`src/rtl/regfile_wb_arbiter_pkg.sv`:
```
// regfile_wb_arbiter_pkg: shared widths and arbiter state encoding for the writeback arbiter
package regfile_wb_arbiter_pkg;
  localparam int REG_ADDR_W = 5;
  localparam int XLEN = 32;
  typedef enum logic {
    PRIO_B = 1'b0,
    PRIO_A = 1'b1
  } prio_state_e;
endpackage

```
`src/rtl/regfile_wb_prio.sv`:
```
// regfile_wb_prio: fixed-priority-to-B grant with a starvation guard that promotes A after MAX_WAIT held cycles
module regfile_wb_prio
  import regfile_wb_arbiter_pkg::*;
#(
  parameter int MAX_WAIT = 3
) (
  input  logic clk,
  input  logic rst,
  input  logic a_valid,
  input  logic b_valid,
  output logic a_grant,
  output logic b_grant
);
  localparam logic [3:0] MAX_W = 4'(MAX_WAIT);
  prio_state_e state, state_n;
  logic [3:0] wait_cnt, wait_n;
  always_ff @(posedge clk) begin
    if (rst) begin
      state <= PRIO_B;
      wait_cnt <= '0;
    end else begin
      state <= state_n;
      wait_cnt <= wait_n;
    end
  end
  // PRIO_A mirrors wait_cnt having reached MAX_WAIT, so it also drops when A withdraws
  always_comb begin
    a_grant = !rst && a_valid && (!b_valid || state == PRIO_A);
    b_grant = !rst && b_valid && !a_grant;
    wait_n = (a_valid && !a_grant) ? ((wait_cnt == MAX_W) ? wait_cnt : wait_cnt + 4'd1) : 4'd0;
    state_n = (wait_n == MAX_W) ? PRIO_A : PRIO_B;
  end
endmodule

```
`src/rtl/regfile_wb_arbiter.sv`:
```
// regfile_wb_arbiter: shares the register-file write port between execute (A) and memory (B) writeback.
// Define REGFILE_WB_FWD_EN to add read-address forwarding against the registered write.
module regfile_wb_arbiter
  import regfile_wb_arbiter_pkg::*;
#(
  parameter int MAX_WAIT = 3,
  parameter int CNT_W = 16
) (
  input  logic                  i_regfile_wb_arbiter_clk,
  input  logic                  i_regfile_wb_arbiter_rst,
  input  logic                  i_regfile_wb_arbiter_aValid,
  input  logic [REG_ADDR_W-1:0] i_regfile_wb_arbiter_aAddr,
  input  logic [XLEN-1:0]       i_regfile_wb_arbiter_aData,
  output logic                  o_regfile_wb_arbiter_aReady,
  input  logic                  i_regfile_wb_arbiter_bValid,
  input  logic [REG_ADDR_W-1:0] i_regfile_wb_arbiter_bAddr,
  input  logic [XLEN-1:0]       i_regfile_wb_arbiter_bData,
  output logic                  o_regfile_wb_arbiter_bReady,
  output logic                  o_regfile_wb_arbiter_we,
  output logic [REG_ADDR_W-1:0] o_regfile_wb_arbiter_writeAddr,
  output logic [XLEN-1:0]       o_regfile_wb_arbiter_writeData,
`ifdef REGFILE_WB_FWD_EN
  input  logic [REG_ADDR_W-1:0] i_regfile_wb_arbiter_ra1,
  input  logic [REG_ADDR_W-1:0] i_regfile_wb_arbiter_ra2,
  output logic                  o_regfile_wb_arbiter_fwd1,
  output logic                  o_regfile_wb_arbiter_fwd2,
  output logic [XLEN-1:0]       o_regfile_wb_arbiter_fwdData,
`endif
  output logic [CNT_W-1:0]      o_regfile_wb_arbiter_conflicts
);
  logic a_grant, b_grant, xfer;
  logic [REG_ADDR_W-1:0] g_addr;
  logic [XLEN-1:0] g_data;
  regfile_wb_prio #(.MAX_WAIT(MAX_WAIT)) u_prio (
    .clk     (i_regfile_wb_arbiter_clk),
    .rst     (i_regfile_wb_arbiter_rst),
    .a_valid (i_regfile_wb_arbiter_aValid),
    .b_valid (i_regfile_wb_arbiter_bValid),
    .a_grant (a_grant),
    .b_grant (b_grant)
  );
  assign o_regfile_wb_arbiter_aReady = a_grant;
  assign o_regfile_wb_arbiter_bReady = b_grant;
  always_comb begin
    xfer = a_grant || b_grant;
    g_addr = a_grant ? i_regfile_wb_arbiter_aAddr : i_regfile_wb_arbiter_bAddr;
    g_data = a_grant ? i_regfile_wb_arbiter_aData : i_regfile_wb_arbiter_bData;
  end
  // x0 writes are accepted upstream but never reach the register file
  always_ff @(posedge i_regfile_wb_arbiter_clk) begin
    if (i_regfile_wb_arbiter_rst) begin
      o_regfile_wb_arbiter_we <= 1'b0;
      o_regfile_wb_arbiter_writeAddr <= '0;
      o_regfile_wb_arbiter_writeData <= '0;
      o_regfile_wb_arbiter_conflicts <= '0;
    end else begin
      o_regfile_wb_arbiter_we <= xfer && (g_addr != '0);
      if (xfer) begin
        o_regfile_wb_arbiter_writeAddr <= g_addr;
        o_regfile_wb_arbiter_writeData <= g_data;
      end
      if (i_regfile_wb_arbiter_aValid && i_regfile_wb_arbiter_bValid && !(&o_regfile_wb_arbiter_conflicts))
        o_regfile_wb_arbiter_conflicts <= o_regfile_wb_arbiter_conflicts + 1'b1;
    end
  end
`ifdef REGFILE_WB_FWD_EN
  assign o_regfile_wb_arbiter_fwd1 = o_regfile_wb_arbiter_we && (o_regfile_wb_arbiter_writeAddr == i_regfile_wb_arbiter_ra1) && (i_regfile_wb_arbiter_ra1 != '0);
  assign o_regfile_wb_arbiter_fwd2 = o_regfile_wb_arbiter_we && (o_regfile_wb_arbiter_writeAddr == i_regfile_wb_arbiter_ra2) && (i_regfile_wb_arbiter_ra2 != '0);
  assign o_regfile_wb_arbiter_fwdData = o_regfile_wb_arbiter_writeData;
`endif
endmodule

```
`config.mk`:
```
export PLATFORM = sky130hd
export DESIGN_NAME = regfile_wb_arbiter
export DESIGN_NICKNAME = d
export VERILOG_FILES = /design/src/rtl/regfile_wb_arbiter_pkg.sv /design/src/rtl/regfile_wb_prio.sv /design/src/rtl/regfile_wb_arbiter.sv
export SDC_FILE = /design/constraint.sdc
export NUM_CORES = 1
export LEC_CHECK = 0
export ABC_AREA = 1
export ABC_CLOCK_PERIOD_IN_PS = 1800
export CAP_MARGIN = 20
export CORE_ASPECT_RATIO = 0.8
export CORE_UTILIZATION = 42
export CTS_BUF_LIST = sky130_fd_sc_hd__clkbuf_16
export DETAILED_ROUTE_END_ITERATION = 7
export GPL_ROUTABILITY_DRIVEN = 0
export PLACE_DENSITY = 0.8
export SYNTH_ARGS = -nofsm -noshare
export SYNTH_HDL_FRONTEND = slang
export SYNTH_SLANG_ARGS = --single-unit
```
`constraint.sdc`:
```
create_clock -name i_regfile_wb_arbiter_clk -period 1.8 [get_ports i_regfile_wb_arbiter_clk]
set_input_delay 0.27 -clock i_regfile_wb_arbiter_clk [delete_from_list [all_inputs] [get_ports i_regfile_wb_arbiter_clk]]
set_output_delay 0.27 -clock i_regfile_wb_arbiter_clk [all_outputs]
set_load 0.01 [all_outputs]
```
# Word level (Yosys, flattened, before mapping)
# Cells that the tools add are included.
[classes]
n_addsub = 2
n_mul = 0
div_mod_pow = 0
order_cmp = 0
n_eq_ne = 2
shift = 0
n_mux = 5
bitwise_logic = 0
n_reduce_logical = 16
[ops]
columns = ["operator", "count"]
rows = [
  ["$mux 32", 1],
  ["$add 16x1->16 const B", 1],
  ["$reduce_and 16->1", 1],
  ["$eq 4x2->1 const B", 2],
  ["$logic_and 1x1->1", 8],
  ["$mux 4", 2],
  ["$mux 5", 1],
  ["$reduce_bool 5->1", 1],
  ["$add 4x1->4 const B", 1],
  ["$logic_not 1->1", 4],
  ["$logic_or 1x1->1", 2],
  ["$mux 1", 1],
]
[totals]
reg_bits = 59
latchBits = 0
ram_bits = 0
romBits = 0
in_bits = 78
wordCells = 31
n_memories = 0

# Longest topological paths before layout
# Gate-level depths: netlist of run 1.
[depth]
ltp_word = 8
mapped_depth = 10

# By module
# Synthesis of run 1 repeated with hierarchy kept, for this count alone.
[unflattened]
hier_cells = 469
hier_area_um2 = 3072.9
[by_module_without_submodules]
columns = ["mod", "n_inst", "cells_per_inst", "area_each_um2", "seq_area_each_um2"]
rows = [
  ["regfile_wb_arbiter", 1, 424, 2758.9, 1081.0],
  ["regfile_wb_prio", 1, 45, 314.1, 100.1],
]

# Least setup slack after synthesis of run 1
# Ideal clock, no wire load.
[synth_path]
kind = "reg2reg"
from = "register o_regfile_wb_arbiter_conflicts[0]"
to = "register o_regfile_wb_arbiter_conflicts[11]"
t_arrival_ps = 1413
path_slack_ps = 255
path_stages_with_launch = 10
n_path_buf = 1
period_less_slack_ps = 1545
cell_sequence = "dfxtp_1 ha_1 nand2_1 nor2_2 nand2_2 nor2_2 nor2_4 buf_6 nand2_1 a21oi_1"
[synth_between]
elab_chain_cells = 3
elab_cells_between_ends = 4
classes_between = "add/sub (1); reduce/logical (3)"
[synth_rtl]
columns = ["item", "line", "rtl"]
rows = [
  ["start: declaration", "regfile_wb_arbiter.sv:29", "output logic [CNT_W-1:0] o_regfile_wb_arbiter_conflicts"],
  ["start signal: assignment", "regfile_wb_arbiter.sv:63", "o_regfile_wb_arbiter_conflicts <= o_regfile_wb_arbiter_conflicts + 1'b1;"],
  ["parallel branches: the longest is 3 deep, another holds $add 16x1->16", "n/a", ""],
]
# Parallel ways; which one is timed is not known.
# A chain may end at the register's enable or synchronous reset.

# Final worst setup path of run 1
[layout_path]
from = "input port i_regfile_wb_arbiter_aValid"
to = "output port o_regfile_wb_arbiter_bReady"
[layout_between]
elab_chain_cells = 4
[layout_rtl]
columns = ["item", "line", "rtl"]
rows = [
  ["start: declaration", "regfile_wb_arbiter.sv:11", "input logic i_regfile_wb_arbiter_aValid,"],
  ["$logic_and 1x1->1 (2 in series)", "regfile_wb_prio.sv:28", "a_grant = !rst && a_valid && (!b_valid || state == PRIO_A);"],
  ["$logic_not 1->1", "regfile_wb_prio.sv:29", "b_grant = !rst && b_valid && !a_grant;"],
  ["$logic_and 1x1->1", "regfile_wb_prio.sv:29", ""],
  ["end: declaration", "regfile_wb_arbiter.sv:18", "output logic o_regfile_wb_arbiter_bReady,"],
]
# No other way between the ends.

==> results of run 1 <==
## metrics by stage
step | instance area [um2] | TNS [ns] | cells | setup slack, ns
2_1_floorplan | 3040 | 0 | 464 | 0.255
3_3_place_gp | 4550 | -2.03 | 684 | -0.222
3_5_place_dp | 4550 | -2.74 | 684 | -0.201
4_1_cts | 4820 | 0 | 700 | 0.0566
5_1_grt | 4820 | 0 | 700 | 0.0790
6_report | 4820 | 0 | 700 | 0.147
## layer usage
layer,track usage (%),vias up
li1,-,1734
met1,28.1,1503
met2,41.1,116
met3,7.03,11
met4,7.76,0
met5,0,-
## area by class of cell
cell class	count	area [um2]	share of cell area, %
repair buffers	153	1520	31.5
multi-input cells	326	1520	31.5
flip-flops and latches	59	1180	24.5
clock buffers	9	225	4.67
inverters	59	224	4.65
well taps	87	109	2.26
clock inverters	7	45.0	0.934
## final timing paths
| kind | to | slack, ns | cells past startpoint |
|---|---|---|---|
| max | o_regfile_wb_arbiter_bReady | 0.15 | 7 |
| max reg2reg | o_regfile_wb_arbiter_conflicts[15] | 0.25 | 9 |
| min reg2reg | o_regfile_wb_arbiter_writeAddr[2] | 0.50 | 2 |
| min | u_prio.wait_cnt[3] | 0.37 | 3 |
## power breakdown
part / switching [mW] / internal, mW / total [mW]
sequential: 0.0315 / 1.37 / 1.40
combinational: 0.269 / 0.360 / 0.629
clock: 0.592 / 0.920 / 1.51
total: 0.893 / 2.65 / 3.54
## critical path, stage by stage
cell and delay, ns:
clkdlybuf4s50_1 0.50, inv_2 0.05, nor2_4 0.10, nand2_4 0.05, inv_2 0.08, nor2_1 0.05, dlygate4sd2_1 0.28
## kinds of logic after synthesis
family / count (synthesis) / share of synthesized area, %
xor+xnor: 10 / 2.88
compound gates: 26 / 5.06
fa+ha+maj: 2 / 0.823
simple gates: 288 / 41.1
buf+inv: 79 / 11.3
flops: 59 / 38.8
## layout by cell type (no fill, tap or decap), drive strengths merged, types with 2 or more instances in the layout
cell type	netlist	layout
a21oi	13	13
buf	17	20
clkbuf	3	9
clkdlybuf4s50	0	130
clkinv	0	4
clkinvlp	0	3
dfxtp	59	59
dlygate4sd2	0	2
ha	2	2
inv	59	59
nand2	170	170
nand3	77	77
nand4	5	5
nor2	34	34
o211ai	4	4
o21ai	8	8
xnor2	5	5
xor2	5	5
## sequential cells by signal, indices dropped and copies added, names as in the netlist
signal	cells
u_prio.state	1
o_regfile_wb_arbiter_conflicts	16
o_regfile_wb_arbiter_writeAddr	5
u_prio.wait_cnt	4
o_regfile_wb_arbiter_we	1
o_regfile_wb_arbiter_writeData	32
## timing repair
action / CTS / global route
endpoints found under the hold margin: 0 / 0
setup endpoints to repair: 2 / 1
gates resized for setup: 2 / 1
cloned: 0 / 0
==> results.toml, run 1 <==
[final_layout]
layout.nets = 688
diodes = 0
area_growth_pct = 58.5
drive_gt1_share_pct = 8.81
fill_cells = 607
fin_util_pct = 69.3

[synth]
synth_warnings = 0
async_reset_ff_share_pct = 0
yosysMostFrequentCell = "nand2_1"
syn_nets = 544
synth_top_area_cell = "dfxtp_1"
syn_inst = 464
synth_area_leaders = "dfxtp_1 39%, nand2_1 20%, nand3_1 13%, inv_1 6.8%, nor2_1 3.3%"
syn_area_um2 = 3040
synth_seq_cells = 59
syn_area_per_cell_um2 = 6.56
ys_seq_area_share_pct = 38.8
synth-main-ff-cell = "dfxtp_1"
synthTopCellsByCount = "164 x nand2_1, 77 x nand3_1, 59 x dfxtp_1, 55 x inv_1, 27 x nor2_1"
synth-edff-count = 0
synth_cell_type_count = 28
synth_top_area_share_pct = 38.8

[clock_tree]
cts_hold_repair.buffers = 0
cts_root_buf = "clkbuf_16"
cts_buffer_depth = 2
cts_tree = "done"
insertion_delay_ns = 0.32
clkTransAtPathRegs_ns = 0.05
cts.sinks = 59
postCtsSetupBuffers = 0
h-tree-depth = 3
numCtsBuffers = 9

[floorplan]
start_util_pct = 43.7
pin_count = 134
fp.dieW_um = 97.1
die-area_um2 = 7590
core_um2 = 6960
row_count = 27
die_y_um = 78.1

[setup_path]
crit_required_ns = 1.53
critPathLaunchType = "input port"
r2r_start = "o_regfile_wb_arbiter_conflicts[0]"
crit_type = "input port to output pin"
critical_path_arrival_ns = 1.38
crit_path_max_fanout = 4
endpoint_kind = "output pin"
crit_start = "i_regfile_wb_arbiter_aValid"

[sta]
finalMaxSlewViolations = 0
max_freq_mhz = 605
worst_slew_pin_slew_ns = 0.461
hold_viol = 0
setup_viol = 0
fin_crit_sh_pct = 91.9
rsz0062_at_grt = "no"
holdWs_ns = 0.374
fin_crit_ns = 1.65
max-slew-margin-rel_pct = 69.2
clock_skew_ns = 0.00517

[worst_hold_path]
min_path_type = "input port to flop"
hold_start = "i_regfile_wb_arbiter_rst"

[routing]
wirelength_mm = 8.67
viasPerCell = 4.81
postRouteAntennaNets = 0
detail_route.drc_violations = 0
met2_length_mm = 4.11
vias = 3364
dr.first_iter.drc_count = 141
top_layer_used = "met4"
dr.pass1.iters = 7
drt-met1-wl_mm = 3.87
wl_met3_um = 549
wl_per_cell_um = 12.4

[power_and_ir_drop]
p_total_mw = 3.54
p_leak_nw = 2.23
power.density_nw_per_um2 = 735
max-vdd-ir-drop_v = 0.000388

[placed_design]
hpwl_mm = 6.37
port_buffers = 133

[global_route]
grt_antenna_before_repair = 0
gr-total-overflow = 0
grt_max_degree = 43
grtUsageTotal_pct = 23.7
grt_pass1_vias = 3253
grt_pass1_wl_mm = 14.6

[run_status]
status = "complete, no violations"

[run]
maxCapViolCount = 0
No activity file was read; power rests on OpenSTA's default activity.
==> run 2, diff against run 1 <==
--- a/config.mk
+++ b/config.mk
@@ -6,14 +6,14 @@
 export NUM_CORES = 1
 export LEC_CHECK = 0
 export ABC_AREA = 1
-export ABC_CLOCK_PERIOD_IN_PS = 1800
+export ABC_CLOCK_PERIOD_IN_PS = 2100
 export CAP_MARGIN = 20
 export CORE_ASPECT_RATIO = 0.8
-export CORE_UTILIZATION = 42
+export CORE_UTILIZATION = 46
 export CTS_BUF_LIST = sky130_fd_sc_hd__clkbuf_16
 export DETAILED_ROUTE_END_ITERATION = 7
 export GPL_ROUTABILITY_DRIVEN = 0
-export PLACE_DENSITY = 0.8
+export PLACE_DENSITY = 0.87
 export SYNTH_ARGS = -nofsm -noshare
 export SYNTH_HDL_FRONTEND = slang
 export SYNTH_SLANG_ARGS = --single-unit
==> constraint.sdc (replaced) <==
create_clock -name i_regfile_wb_arbiter_clk -period 2.1 [get_ports i_regfile_wb_arbiter_clk]
set_input_delay 0.315 -clock i_regfile_wb_arbiter_clk [delete_from_list [all_inputs] [get_ports i_regfile_wb_arbiter_clk]]
set_output_delay 0.315 -clock i_regfile_wb_arbiter_clk [all_outputs]
set_load 0.01 [all_outputs]
==> results.toml, run 2 (synthesized netlist as in run 1, its figures left out) <==
[floorplan]
start_util_pct = 47.7
pin_count = 134
row_count = 26
die-area_um2 = 6940
core_um2 = 6380
die_y_um = 74.7
fp.dieW_um = 92.9

[clock_tree]
cts_buffer_depth = 2
h-tree-depth = 3
numCtsBuffers = 9
cts_hold_repair.buffers = 0
clkTransAtPathRegs_ns = 0.05
insertion_delay_ns = 0.31
cts.sinks = 59
cts_tree = "done"
cts_root_buf = "clkbuf_16"

[final_layout]
layout.nets = 685
largest_reg_flops = 32
final_cell_mix = "164 x nand2_1, 132 x clkdlybuf4s50_1, 77 x nand3_1"
layout_commonest_cell = "nand2_1"
drive_gt1_share_pct = 7.54
regMostFlops = "o_regfile_wb_arbiter_writeData"
fin_util_pct = 74.8
seqCellArea_um2 = 1180
fill_cells = 516
diodes = 0
instances_no_fill = 694
area_growth_pct = 56.7
reg_top3 = "o_regfile_wb_arbiter_writeData (32), o_regfile_wb_arbiter_conflicts (16), o_regfile_wb_arbiter_writeAddr (5)"
multi_input_area_um2 = 1520

[setup_path]
crit_path_max_fanout = 4
r2r_start = "o_regfile_wb_arbiter_conflicts[1]"
r2r_cells = 7
critical_path_arrival_ns = 1.65
ff2ff_setup_slack_ns = 0.52
critPathLaunchType = "input port"
crit_required_ns = 1.78
endpoint_kind = "output pin"
crit_end = "o_regfile_wb_arbiter_aReady"
crit_type = "input port to output pin"
crit_start = "i_regfile_wb_arbiter_rst"
reg2reg_to = "o_regfile_wb_arbiter_conflicts[3]"

[global_route]
grt_max_degree = 43
grt_antenna_before_repair = 0
gr-total-overflow = 0
grt_pass1_wl_mm = 13.7
grtUsageTotal_pct = 25.2
grt_pass1_vias = 3057

[run_status]
status = "complete, no violations"

[sta]
max_freq_mhz = 508
finalMaxSlewViolations = 0
finalSetupTns_ns = 0
hold_viol = 0
fin_crit_sh_pct = 93.7
setup_viol = 0
clock_skew_ns = 0.00704
rsz0062_at_grt = "no"
fin_crit_ns = 1.97
max-slew-margin-rel_pct = 70.3
worst_slew_pin_slew_ns = 0.445

[placed_design]
hpwl_mm = 6.53
place_inst = 678
port_buffers = 133

[power_and_ir_drop]
power.clock.fraction_pct = 41.6
p_total_mw = 2.98
seqPwrFrac_pct = 40.3
p_int_mw = 2.25
swShare_pct = 24.6
p_leak_nw = 2.21
p_comb_share_pct = 18.1
power.density_nw_per_um2 = 626
switchingPower_mw = 0.734
max-vdd-ir-drop_v = 0.000460

[routing]
vias = 3488
dr.pass1.iters = 5
wl_per_cell_um = 13.0
wirelength_mm = 9.04
postRouteAntennaNets = 0
dr.first_iter.drc_count = 144
viasPerCell = 5.03
detail_route.drc_violations = 0

[worst_hold_path]
hold_start = "o_regfile_wb_arbiter_writeAddr[3]"
min_path_type = "flop to flop"

[run]
maxCapViolCount = 0
run 2: cell count changes in the layout (fill, tap and decap cells not counted), sizes merged:
cell           previous run  this run
clkinv                    4         5
clkinvlp                  3         0
clkdlybuf4s50           130       132
inv                      59        61
dlygate4sd2               2         0
buf                      20        17
run 2: worst min-delay path by stage:
stage / end / slack (ns) / cells past startpoint
2_1_floorplan: u_prio.wait_cnt[0] / 0.46 / 2
3_3_place_gp: o_regfile_wb_arbiter_writeAddr[0] / 0.49 / 2
3_5_place_dp: o_regfile_wb_arbiter_writeAddr[0] / 0.50 / 2
4_1_cts: o_regfile_wb_arbiter_writeAddr[3] / 0.51 / 2
5_1_grt: o_regfile_wb_arbiter_writeAddr[3] / 0.53 / 2
6_report: o_regfile_wb_arbiter_writeAddr[3] / 0.51 / 2
run 2: cell type report:
class	count	share of cell area (%)
Timing Repair Buffer	150	31.2
Sequential cell	59	24.8
Multi-Input combinational cell	326	31.8
Clock inverter	7	0.577
Clock buffer	9	4.72
Inverter	59	4.70
Tap cell	84	2.20
run 2: power by group through the flow:
stage | Combinational [mW] | Sequential (mW) | Clock, mW
4_1_cts | 0.542 | 1.20 | 1.26
3_3_place_gp | 0.523 | 1.22 | 0
5_1_grt | 0.587 | 1.21 | 1.33
6_report | 0.540 | 1.20 | 1.24
2_1_floorplan | 0.198 | 1.25 | 0
3_5_place_dp | 0.537 | 1.22 | 0
run 2: stage by stage:
stage               setup slack, ns  hold WS (ns)  area, um2
floorplan                     0.555         0.465       3040
global placement          -0.000651         0.486       4510
finish                        0.132         0.510       4770
global route                 0.0418         0.533       4770
detailed placement           0.0237         0.496       4510
CTS                         0.00499         0.509       4760
run 2: repair_timing:
action,CTS,global route
setup endpoints to repair,0,1
gates resized for setup,0,1
buffers inserted,0,0
run 2: layer usage:
layer  vias to the layer above  global-route usage, %  share of wire (%)
met5                         -                      0                  0
met2                       125                   46.4                 52
met3                        12                   8.48                6.7
li1                       1725                      -                  -
met4                         0                   7.52                1.3
met1                      1626                   28.1                 40
run 2: worst max-delay path, cell delays in order:
cell	delay, ns
clkdlybuf4s50_1	0.48
nor2_4	0.15
nand2_4	0.06
inv_2	0.07
clkdlybuf4s50_1	0.57
==> patch, RTL diff (settings of run 2) <==
Make the reset (`i_regfile_wb_arbiter_rst` and `rst`) asynchronous in 2 clocked blocks.
--- a/src/rtl/regfile_wb_prio.sv
+++ b/src/rtl/regfile_wb_prio.sv
@@ -16,3 +16,3 @@
   logic [3:0] wait_cnt, wait_n;
-  always_ff @(posedge clk) begin
+  always_ff @(posedge clk or posedge rst) begin
     if (rst) begin
--- a/src/rtl/regfile_wb_arbiter.sv
+++ b/src/rtl/regfile_wb_arbiter.sv
@@ -49,3 +49,3 @@
   // x0 writes are accepted upstream but never reach the register file
-  always_ff @(posedge i_regfile_wb_arbiter_clk) begin
+  always_ff @(posedge i_regfile_wb_arbiter_clk or posedge i_regfile_wb_arbiter_rst) begin
     if (i_regfile_wb_arbiter_rst) begin
Formal check against the unedited RTL: differs if i_regfile_wb_arbiter_rst is asserted again (counterexample within 4 cycles, from zero or initial values and one cycle with i_regfile_wb_arbiter_rst high); with i_regfile_wb_arbiter_rst held inactive, the same outputs for 10 cycles.
==> patch against run 2 <==
- global-route usage increased by 3.1 points
- setup slack worse by 0.099 ns
- synthesized cell count down 15%
- fmax shrank 4.8%
- final area down 1.4%
- count of clock-buffer cells in the layout is the same
- sequential cell count stayed put
- routed wire length increased by 0.12%
- area after synthesis fell by 2.8%
- total power up 26%
- critical endpoint is now o_regfile_wb_arbiter_bReady
==> patch: results (changes against run 2) <==
stage	metric	value	unit	change
outcome	outcome	complete, no violations		unchanged
drt	DR vias	3185		was 3488
global_route	number of global-route vias before repair	3088		was 3057
placed_design	pre-CTS setup slack	0.04219	ns	was 0.02369 ns
logic_synthesis	Seq/Total Area, Yosys	49.94	%	was 38.83%
final_layout	register area	1476	sq um	was 1181 sq um
floorplan	Die Span X	91.64	microns	was 92.92 microns
worst_setup_path	Worst EP arrival	1.75	ns	was 1.65 ns
final_layout	diode count	1		was 0
logic_synthesis	Compound-Gate Fraction of Synth Area	1.270	%	was 5.060%
power_and_ir_drop	leakage power	2.259	nW	was 2.213 nW
logic_synthesis	Avg Cell Area, Syn	7.523	sq um	was 6.555 sq um
final_layout	fin util	77.44	%	was 74.76%
drt	met3 routed WL	652	microns	was 608 microns
sta	final clock skew	0.007827	ns	was 0.007045 ns
sta	hold slack	0.1798	ns	was 0.5101 ns
power_and_ir_drop	Clock Power	1.40	mW	was 1.24 mW
logic_synthesis	synth unique cells	24		was 28
placed_design	dpl cell area	4409	sq um	was 4512 sq um
logic_synthesis	Synth area leaders	dfrtp_1 (50%), nand2_1 (25%), nand3_1 (8.0%)		was dfxtp_1 (39%), nand2_1 (20%), nand3_1 (13%)
drt	initial drt markers	197		was 144
global_route	GRT met2 Usage	50.04	%	was 46.41%
logic_synthesis	Post-synth ARST share	100.0	%	was 0%
power_and_ir_drop	Int Pwr	2.728	mW	was 2.248 mW
final_layout	NonClk Buf Share	30.14	%	was 31.18%
logic_synthesis	Synth Area in XOR/XNOR	3.259	%	was 2.879%
drt	Routed WL	9.048	mm	was 9.037 mm
global_route	largest net degree at the start of global routing	42		was 43
worst_setup_path	Reg2Reg Setup Slack	0.41	ns	was 0.52 ns
placed_design	DP Cell Count	607		was 678
final_layout	clk cell area share	6.070	%	was 5.302%
final_layout	# fillers	431		was 516
==> patch: worst max-delay path by stage <==
stage	slack [ns]	startpoint	to
2_1_floorplan	0.06	i_regfile_wb_arbiter_rst	o_regfile_wb_arbiter_bReady
3_3_place_gp	0.05	i_regfile_wb_arbiter_rst	o_regfile_wb_arbiter_bReady
3_5_place_dp	0.04	i_regfile_wb_arbiter_rst	o_regfile_wb_arbiter_bReady
4_1_cts	0.03	i_regfile_wb_arbiter_rst	o_regfile_wb_arbiter_bReady
5_1_grt	0.02	i_regfile_wb_arbiter_bValid	o_regfile_wb_arbiter_bReady
6_report	0.03	i_regfile_wb_arbiter_bValid	o_regfile_wb_arbiter_bReady
==> patch: worst max-delay path, stage by stage <==
cell,delay (ns)
clkdlybuf4s50_1,0.53
nand2_2,0.11
nand2_4,0.09
nand3_1,0.08
inv_2,0.06
clkdlybuf4s50_1,0.57
